[src/rtl/decoder2_seq_if.sv]
// ============================================================================
// decoder2_seq_if : code-input handshake and decoded-line outputs
// Revision 1.0
// ============================================================================
`default_nettype none

interface decoder2_seq_if;
  logic in_valid;
  logic in_ready;
  logic none_on;
  logic in2;
  logic in1;
  logic in0;
  logic h;
  logic g;
  logic f;
  logic e;
  logic d;
  logic c;
  logic b;
  logic a;
  logic out_valid;
  logic none_out;

  modport master (
    output in_valid, none_on, in2, in1, in0,
    input  in_ready, h, g, f, e, d, c, b, a, out_valid, none_out
  );

  modport slave (
    input  in_valid, none_on, in2, in1, in0,
    output in_ready, h, g, f, e, d, c, b, a, out_valid, none_out
  );
endinterface

`default_nettype wire

[src/rtl/decoder2_seq.sv]
// ============================================================================
// decoder2_seq : buffered 3-to-8 decoder replaying codes as timed one-hot pulses
// Revision 1.0
// ============================================================================
`default_nettype none

module decoder2_seq #(
  parameter int unsigned HOLD = 4,
  parameter int unsigned GAP  = 1
) (
  input  logic          clk,
  input  logic          rst,
  decoder2_seq_if.slave bus
);

  localparam logic [7:0] c_HOLD_LOAD = 8'(HOLD - 1);
  localparam logic [3:0] c_GAP_LOAD  = 4'(GAP - 1);

  typedef enum logic [1:0] {
    S_IDLE  = 2'd0,
    S_DRIVE = 2'd1,
    S_GAP   = 2'd2
  } state_t;

  state_t      state_q, state_d;
  logic [3:0]  mem_q [2];
  logic [3:0]  mem_d [2];
  logic        wr_ptr_q, wr_ptr_d;
  logic        rd_ptr_q, rd_ptr_d;
  logic [1:0]  count_q, count_d;
  logic [7:0]  hold_cnt_q, hold_cnt_d;
  logic [3:0]  gap_cnt_q, gap_cnt_d;
  logic [7:0]  line_q, line_d;
  logic        out_valid_q, out_valid_d;
  logic        none_out_q, none_out_d;

  logic        w_ready;
  logic        w_push;
  logic        w_pop;
  logic        w_load;
  logic        w_blank;
  logic        w_nonempty;
  logic [3:0]  w_head;

  assign w_ready    = (count_q != 2'd2);
  assign w_push     = bus.in_valid && w_ready;
  assign w_pop      = w_load;
  assign w_nonempty = (count_q != 2'd0);
  assign w_head     = mem_q[rd_ptr_q];

  always_comb begin
    mem_d    = mem_q;
    wr_ptr_d = wr_ptr_q ^ w_push;
    rd_ptr_d = rd_ptr_q ^ w_pop;
    count_d  = count_q;
    if (w_push) begin
      mem_d[wr_ptr_q] = {bus.none_on, bus.in2, bus.in1, bus.in0};
    end
    case ({w_push, w_pop})
      2'b10:   count_d = count_q + 2'd1;
      2'b01:   count_d = count_q - 2'd1;
      default: count_d = count_q;
    endcase
  end

  always_comb begin
    state_d     = state_q;
    hold_cnt_d  = hold_cnt_q;
    gap_cnt_d   = gap_cnt_q;
    line_d      = line_q;
    out_valid_d = out_valid_q;
    none_out_d  = none_out_q;
    w_load      = 1'b0;
    w_blank     = 1'b0;

    case (state_q)
      S_IDLE: begin
        w_blank = 1'b1;
        w_load  = w_nonempty;
      end
      S_DRIVE: begin
        if (hold_cnt_q != 8'd0) begin
          hold_cnt_d = hold_cnt_q - 8'd1;
        end else if (GAP != 0) begin
          state_d   = S_GAP;
          gap_cnt_d = c_GAP_LOAD;
          w_blank   = 1'b1;
        end else if (w_nonempty) begin
          w_load = 1'b1;
        end else begin
          state_d = S_IDLE;
          w_blank = 1'b1;
        end
      end
      S_GAP: begin
        if (gap_cnt_q != 4'd0) begin
          gap_cnt_d = gap_cnt_q - 4'd1;
        end else if (w_nonempty) begin
          w_load = 1'b1;
        end else begin
          state_d = S_IDLE;
          w_blank = 1'b1;
        end
      end
      default: begin
        state_d = S_IDLE;
        w_blank = 1'b1;
      end
    endcase

    if (w_blank) begin
      line_d      = 8'd0;
      out_valid_d = 1'b0;
      none_out_d  = 1'b0;
    end
    // A load always opens a fresh window, overriding any blanking above.
    if (w_load) begin
      state_d     = S_DRIVE;
      hold_cnt_d  = c_HOLD_LOAD;
      line_d      = w_head[3] ? 8'd0 : (8'd1 << w_head[2:0]);
      out_valid_d = 1'b1;
      none_out_d  = w_head[3];
    end
  end

  always_ff @(posedge clk or posedge rst) begin
    if (rst) begin
      state_q     <= S_IDLE;
      mem_q[0]    <= 4'd0;
      mem_q[1]    <= 4'd0;
      wr_ptr_q    <= 1'b0;
      rd_ptr_q    <= 1'b0;
      count_q     <= 2'd0;
      hold_cnt_q  <= 8'd0;
      gap_cnt_q   <= 4'd0;
      line_q      <= 8'd0;
      out_valid_q <= 1'b0;
      none_out_q  <= 1'b0;
    end else begin
      state_q     <= state_d;
      mem_q       <= mem_d;
      wr_ptr_q    <= wr_ptr_d;
      rd_ptr_q    <= rd_ptr_d;
      count_q     <= count_d;
      hold_cnt_q  <= hold_cnt_d;
      gap_cnt_q   <= gap_cnt_d;
      line_q      <= line_d;
      out_valid_q <= out_valid_d;
      none_out_q  <= none_out_d;
    end
  end

  assign bus.in_ready  = w_ready;
  assign {bus.h, bus.g, bus.f, bus.e, bus.d, bus.c, bus.b, bus.a} = line_q;
  assign bus.out_valid = out_valid_q;
  assign bus.none_out  = none_out_q;

endmodule

`default_nettype wire

[src/flat_wrapper.sv]
// flat-port wrapper written by rule: the top's interface ports become plain ports
module decoder2_seq_flat 
#(
  parameter int unsigned HOLD = 4,
  parameter int unsigned GAP  = 1
)
  (clk, rst, bus_in_valid, bus_none_on, bus_in2, bus_in1, bus_in0, bus_in_ready, bus_h, bus_g, bus_f, bus_e, bus_d, bus_c, bus_b, bus_a, bus_out_valid, bus_none_out);
  decoder2_seq_if bus_i ();
  input  logic clk;
  input  logic rst;
  input wire logic [$bits(bus_i.in_valid)-1:0] bus_in_valid;
  input wire logic [$bits(bus_i.none_on)-1:0] bus_none_on;
  input wire logic [$bits(bus_i.in2)-1:0] bus_in2;
  input wire logic [$bits(bus_i.in1)-1:0] bus_in1;
  input wire logic [$bits(bus_i.in0)-1:0] bus_in0;
  output wire logic [$bits(bus_i.in_ready)-1:0] bus_in_ready;
  output wire logic [$bits(bus_i.h)-1:0] bus_h;
  output wire logic [$bits(bus_i.g)-1:0] bus_g;
  output wire logic [$bits(bus_i.f)-1:0] bus_f;
  output wire logic [$bits(bus_i.e)-1:0] bus_e;
  output wire logic [$bits(bus_i.d)-1:0] bus_d;
  output wire logic [$bits(bus_i.c)-1:0] bus_c;
  output wire logic [$bits(bus_i.b)-1:0] bus_b;
  output wire logic [$bits(bus_i.a)-1:0] bus_a;
  output wire logic [$bits(bus_i.out_valid)-1:0] bus_out_valid;
  output wire logic [$bits(bus_i.none_out)-1:0] bus_none_out;
  assign bus_i.in_valid = bus_in_valid;
  assign bus_i.none_on = bus_none_on;
  assign bus_i.in2 = bus_in2;
  assign bus_i.in1 = bus_in1;
  assign bus_i.in0 = bus_in0;
  assign bus_in_ready = bus_i.in_ready;
  assign bus_h = bus_i.h;
  assign bus_g = bus_i.g;
  assign bus_f = bus_i.f;
  assign bus_e = bus_i.e;
  assign bus_d = bus_i.d;
  assign bus_c = bus_i.c;
  assign bus_b = bus_i.b;
  assign bus_a = bus_i.a;
  assign bus_out_valid = bus_i.out_valid;
  assign bus_none_out = bus_i.none_out;
  decoder2_seq #(.HOLD(HOLD), .GAP(GAP)) u_core (.clk(clk), .rst(rst), .bus(bus_i));
endmodule
[config.mk]
export PLATFORM = sky130hd
export DESIGN_NAME = decoder2_seq_flat
export DESIGN_NICKNAME = d
export VERILOG_FILES = /design/src/rtl/decoder2_seq_if.sv /design/src/rtl/decoder2_seq.sv /design/src/flat_wrapper.sv
export SDC_FILE = /design/constraint.sdc
export NUM_CORES = 1
export LEC_CHECK = 0
export ABC_AREA = 1
export CAP_MARGIN = 15
export CORE_MARGIN = 4
export CORE_UTILIZATION = 50
export DETAILED_ROUTE_END_ITERATION = 10
export DONT_BUFFER_PORTS = 1
export HOLD_SLACK_MARGIN = 0.03
export PLACE_DENSITY = 0.72
export SYNTH_ARGS = -nofsm -noshare
export SYNTH_HDL_FRONTEND = slang
export SYNTH_SLANG_ARGS = --single-unit
export TNS_END_PERCENT = 100
[constraint.sdc]
create_clock -name clk -period 2.4 [get_ports clk]
set_input_delay 0.6 -clock clk [delete_from_list [all_inputs] [get_ports clk]]
set_output_delay 0.6 -clock clk [all_outputs]
set_load 0.1 [all_outputs]
# After elaboration in Yosys (flattened, before gate mapping)
# Cells that the tools add are included.
[op_classes] n_mux=31 magnitude_cmp=3 eq_ne=11 bitwise=4 n_addsub=4 shifts=1 reduce_logical=14
[ops] operator="$mux W8" n=6
[ops] operator="$mux W4" n=6
[ops] operator="$reduce_bool A2 Y1" n=6
[ops] operator="$ne A3 B2 Y1 const B" n=3
[ops] operator="$bwmux W8" n=1
[ops] operator="$mux W1" n=8
[ops] operator="$mux W2" n=4
[ops] operator="$pmux W4 S2" n=1
[ops] operator="$reduce_bool A8 Y1" n=1
[ops] operator="$shl A1 B3 Y8 const A" n=1
[ops] operator="$sub A8 B1 Y8 const B" n=1
[ops] operator="$pmux W2 S3" n=1
[ops] operator="$demux W4 S1" n=1
[ops] operator="$eq A2 B1 Y1 const B" n=2
[ops] operator="$eq A2 B2 Y1 const B" n=2
[ops] operator="$ge A2 B2 Y1 const B" n=2
[ops] operator="$ne A2 B1 Y1 const B" n=2
[ops] operator="$ne A2 B2 Y1 const B" n=2
[ops] operator="$not A1 Y2" n=2
[ops] operator="$pmux W1 S2" n=2
[ops] operator="$pmux W2 S2" n=1
[ops] operator="$reduce_and A4 Y1" n=1
[ops] operator="$reduce_bool A4 Y1" n=1
[ops] operator="$sub A4 B1 Y4 const B" n=1
[ops] operator="other kinds (8)" n=10
[word_totals] out_inout_bits=11 regBits=36 word_cells=79 inputBits=7

# Depth between registers and ports, before layout
[logic_depth] ltp_word=7 mapped_depth=9 depth_no_buf=9

# Worst setup path after synthesis
# Ideal clock, no wire load.
[synth_timing] kind="flip-flop to flip-flop" startpoint="register u_core.count_q[0]" endpoint="register u_core.count_q[1]" n_path_buf=0 path_slack_ps=312 setup_ps=125 path_stages_with_launch=8 t_arrival_ps=1963 t_required_ps=2275 path_cell_list="dfrtp_1 inv_1 nand2_1 nand2_1 ha_1 a21oi_1 o21ai_0 xnor2_1"
[synth_via] elab_cells_between_ends=12 classes_between="add/sub (2); eq/ne (3); mux (4); reduce/logical (3)"
[synth_lines] element="start, declared" line_no="decoder2_seq.sv:30" rtl="logic [1:0] count_q, count_d;"
[synth_lines] element="start signal, assigned" line_no="decoder2_seq.sv:144" rtl="count_q <= count_d;"
[synth_lines] element="$ne A2 B2 Y1 (*)" line_no="decoder2_seq.sv:45" rtl="assign w_ready = (count_q != 2'd2);"
[synth_lines] element="named net bus_in_ready" line_no="flat_wrapper.sv:16" rtl="output wire logic [$bits(bus_i.in_ready)-1:0] bus_in_ready;"
[synth_lines] element="$logic_and A1 B1 Y1 (*)" line_no="decoder2_seq.sv:46" rtl="assign w_push = bus.in_valid && w_ready;"
[synth_lines] element="$eq A2 B1 Y1 / $eq A2 B2 Y1 (equally long branches)" line_no="decoder2_seq.sv:59" rtl="case ({w_push, w_pop})"
[synth_lines] element="$pmux W2 S2 / $reduce_bool A2 Y1 (equally long branches)"
# Mark *: on every way through the listed nets, which the timed path passes. The rest lies on a longest branch.
# A chain may end at the register's enable or synchronous reset.

# Worst setup path after layout
[layout_timing] startpoint="register u_core.state_q[0]" endpoint="register u_core.count_q[1]"
[layout_via] elab_chain_cells=4 elab_cells_between_ends=7 classes_between="eq/ne (3); mux (2); reduce/logical (2)"
[layout_lines] element="start, declared" line_no="decoder2_seq.sv:25" rtl="state_t state_q, state_d;"
[layout_lines] element="start signal, assigned" line_no="decoder2_seq.sv:140" rtl="state_q <= state_d;"
[layout_lines] element="$eq A2 B2 Y1 / $logic_not A2 Y1 (equally long branches)" line_no="decoder2_seq.sv:76" rtl="case (state_q)"
[layout_lines] element="$pmux W1 S2 (*)" line_no="decoder2_seq.sv:76"
[layout_lines] element="$eq A2 B1 Y1 / $eq A2 B2 Y1 (equally long branches)" line_no="decoder2_seq.sv:59"
[layout_lines] element="$pmux W2 S2 / $reduce_bool A2 Y1 (equally long branches)"
# Every way passes the cells marked *; elsewhere a longest branch is shown, timed or not.

==> results.md <==
- The final critical delay including setup and external delays is 2.04 ns.
- The via count of the first global-routing pass came to 1528.
- STA classifies the critical path endpoint as a register.
- Static timing analysis puts the maximum clock frequency at ~490 MHz.
- Wires add up to ~3600 um.
- The global router's overall resource usage is roughly 16%.
- The area share of the largest cell type after synthesis is 45.7%.
- The average cell area after synthesis is 8.29 um2.
- The synthesized design contains 0 enable-type register cells.
- After detailed routing, the average wire length per cell comes to 11.7 um.
- The critical path data arrival time is 2.22 ns.
- Sorting the synthesized cells by area gives the leading types as sky130_fd_sc_hd__dfrtp_1, sky130_fd_sc_hd__nand2_1, sky130_fd_sc_hd__inv_1, sky130_fd_sc_hd__ha_1, sky130_fd_sc_hd__o21ai_0.
- Synthesis handed over a netlist of 238 instances.
- The detail route stage leaves a number of antenna-violating nets equal to 0.
- Measured against its own limit, the worst slew margin works out to 60.0%.
- The summed negative setup slack over all endpoints is 0 ns.
- The die covers roughly 5000 um2.
- The initial antenna violation count came to 0.
- The placeable core area is 3740 um2.
- The level count of the clock H-tree is 2.
- The average vias per placed instance is roughly 4.9.
- The synthesized design spends more area on one cell type than any other, namely sky130_fd_sc_hd__dfrtp_1.
- The CTS tree is built.
- The first global-routing pass estimated around 6400 um of wire.
- Across the routed clock network, the largest skew measured is 0.00665 ns.
- The number of core rows is 22.
- TritonCTS created 5 clock buffers.
- The clock-pin slew on the worst setup and hold paths is around 0.07 ns.
- In the synthesized netlist the dominant register cell turns out to be sky130_fd_sc_hd__dfrtp_1.
- The count of state elements after synthesis is 36.
- Post-CTS repair changed the size of 0 cells.
- The count of port buffers added during placement is 0.
- The clock reaches the later pin of the worst-skew pair after 0.29 ns.
- The class of the most critical hold timing path is primary input to async pin.
- For this run the aggregate overflow at the end of global routing stands at 0.
- Relative to the synthesized area, the layout overhead comes to 12.8%.
- In this run the deepest clock path goes through 2 buffers.
- Once the floorplan was initialized, standard cells occupied 52.7% of the core.
- The post-route worst setup slack is 0.355 ns.
- The largest net degree at the start of global routing is 37.
- Detailed placement ended at an HPWL of 2710 um.
- In this run the clock root is driven by a sky130_fd_sc_hd__clkbuf_8.
- Setup violations remaining at the end of the flow were counted as 0.
- From bottom edge to top edge, the die measures 70.8 um.
- The slew at the pin closest to its max-slew limit is 0.594 ns.
- Routability-driven placement finished with a final weighted congestion of 0.783.
- The number of iterations in the first detailed-routing pass is 4.
- The number of nets in the finished design is between 200 and 300.
- Setup repair after global routing left no endpoint under its margin.
- The post-synth design cell area is 1970 um2.
- For this design, the sink count on the clock tree is 36.
- Among all cell types in the netlist, the one instantiated most often is sky130_fd_sc_hd__nand2_1.
- The post-route netlist has 15.2% of its cells at a drive strength greater than 1.
- After the first detailed-routing iteration, the DRC count stood at 86.
- The post-synthesis net count is 255.
- The final-layout worst hold slack is about 0.30 ns.
- The width of the die is 70.8 um.
- The count of synthesis-stage warnings from yosys is 0.
- Max-cap violations in this run came to 0.
- The count of final hold-check violations came to 0.
- The nature of the critical path startpoint is a register.
- Dividing the final minimum period by the clock period gives 85.2%.
- The routed layout has 1494 vias.
- In the routed design, unresolved DRC markers number 0.
- The distinct cell type count after synthesis is 23.
- In this run the register-to-register setup slack is 0.36 ns.
- The share of async-settable or async-resettable flops after synthesis is 100%.
- The critical path start-end classification is register to register.
- The number of slew-limit violations in the final report is 0.
- The part of the Yosys area used for sequential elements is a little under half.
- The count of hold buffers inserted by post-cts repair is 0.
- Data on the critical path is required at its endpoint by approximately 2.6 ns.
- The highest fanout seen on the critical path is 8.
- The run finished with clean final reports.
- The worst slack at placement is 0.370 ns.
- Post-CTS timing repair inserted 0 buffers for setup.
- The repair_antennas step left the layout with diodes totalling 0.
- The top-level port count is 18.
- After synthesis, the most frequently instantiated cells are sky130_fd_sc_hd__nand2_1, sky130_fd_sc_hd__inv_1, sky130_fd_sc_hd__dfrtp_1.
-- critical path: stages, from the launching register on --
cell and delay [ns]:
sky130_fd_sc_hd__dfrtp_1 0.42, sky130_fd_sc_hd__inv_1 0.12, sky130_fd_sc_hd__ha_1 0.25, sky130_fd_sc_hd__nand3_4 0.17, sky130_fd_sc_hd__a21oi_4 0.28, sky130_fd_sc_hd__ha_1 0.30, sky130_fd_sc_hd__a21oi_1 0.13, sky130_fd_sc_hd__o21ai_0 0.12
sky130_fd_sc_hd__xnor2_1 0.14
-- final cells by class --
cell class              count  area, um2
clock buffers               6       72.6
fillers                   352       1520
inverters                  43        161
clock inverters             2       35.0
flip-flops and latches     36        901
repair buffers             12       90.1
multi-input cells         158        905
well taps                  48       60.1
-- layout by cell type, fill, tap and decap left out, types with 2 or more instances in the layout --
cell type and instances:
sky130_fd_sc_hd__o21ai_0 18, sky130_fd_sc_hd__mux2_2 4, sky130_fd_sc_hd__nand2_1 61, sky130_fd_sc_hd__clkbuf_8 5, sky130_fd_sc_hd__o21ai_1 5, sky130_fd_sc_hd__inv_1 43
sky130_fd_sc_hd__nand3_2 3, sky130_fd_sc_hd__nand4_1 7, sky130_fd_sc_hd__a21oi_1 3, sky130_fd_sc_hd__nand3_1 7, sky130_fd_sc_hd__dfrtp_1 36, sky130_fd_sc_hd__ha_1 10
sky130_fd_sc_hd__nor2_2 5, sky130_fd_sc_hd__xnor2_1 3, sky130_fd_sc_hd__xor2_1 2, sky130_fd_sc_hd__buf_4 12, sky130_fd_sc_hd__nor2_4 5, sky130_fd_sc_hd__nor2_1 19
-- registers in the layout, indices dropped and copies added, names as in the netlist --
register,count
u_core.bus.none_out,1
u_core.bus.out_valid,1
u_core.count_q,2
u_core.gap_cnt_q,4
u_core.hold_cnt_q,8
u_core.line_q,8
u_core.mem_q,8
u_core.rd_ptr_q,1
u_core.state_q,2
u_core.wr_ptr_q,1
-- through the flow --
| stage | area [um2] | instances | utilization, % |
|---|---|---|---|
| after detailed placement | 2120 | 297 | 56.6 |
| after CTS | 2220 | 305 | 59.4 |
| after global routing | 2220 | 305 | 59.4 |
| after floorplan | 1970 | 238 | - |
| after global placement | 2120 | 297 | 56.6 |
| final | 2220 | 305 | 59.4 |
-- path summary, 6_finish.rpt --
kind                                        start  depth (start not counted)                    to
worst min-delay path                          rst                          2  u_core.hold_cnt_q[0]
worst max-delay path            u_core.state_q[0]                          8     u_core.count_q[1]
min in group clk                          bus_in2                          2       u_core.mem_q[2]
worst min register to register    u_core.mem_q[5]                          1       u_core.mem_q[5]
max in group asynchronous                     rst                          2  u_core.hold_cnt_q[7]
worst max register to register  u_core.state_q[0]                          8     u_core.count_q[1]
-- per-layer routing --
metal	wire length (um)	vias up	global-route usage [%]	share of wire, %
met5	0	-	0	0
met3	154	5	4.83	4.3
met4	60	0	5.64	1.7
met2	1700	29	27.6	48
met1	1650	680	19.3	46
li1	-	780	-	-
-- logic make-up after synthesis --
| family | Yosys count | share of synthesized area [%] |
|---|---|---|
| AO/OA/AOI/OAI | 29 | 8.12 |
| adder cells (fa/ha/maj) | 10 | 6.35 |
| multiplexers | 4 | 2.28 |
| AND/OR/NAND/NOR | 110 | 26.9 |
| XOR/XNOR | 5 | 2.22 |
| flip-flops | 36 | 45.7 |
| buffers and inverters | 44 | 8.44 |
Power is left out: the tool's default activity adds up to more than one toggle a clock period on the data nets, which glitch-free logic cannot reach.
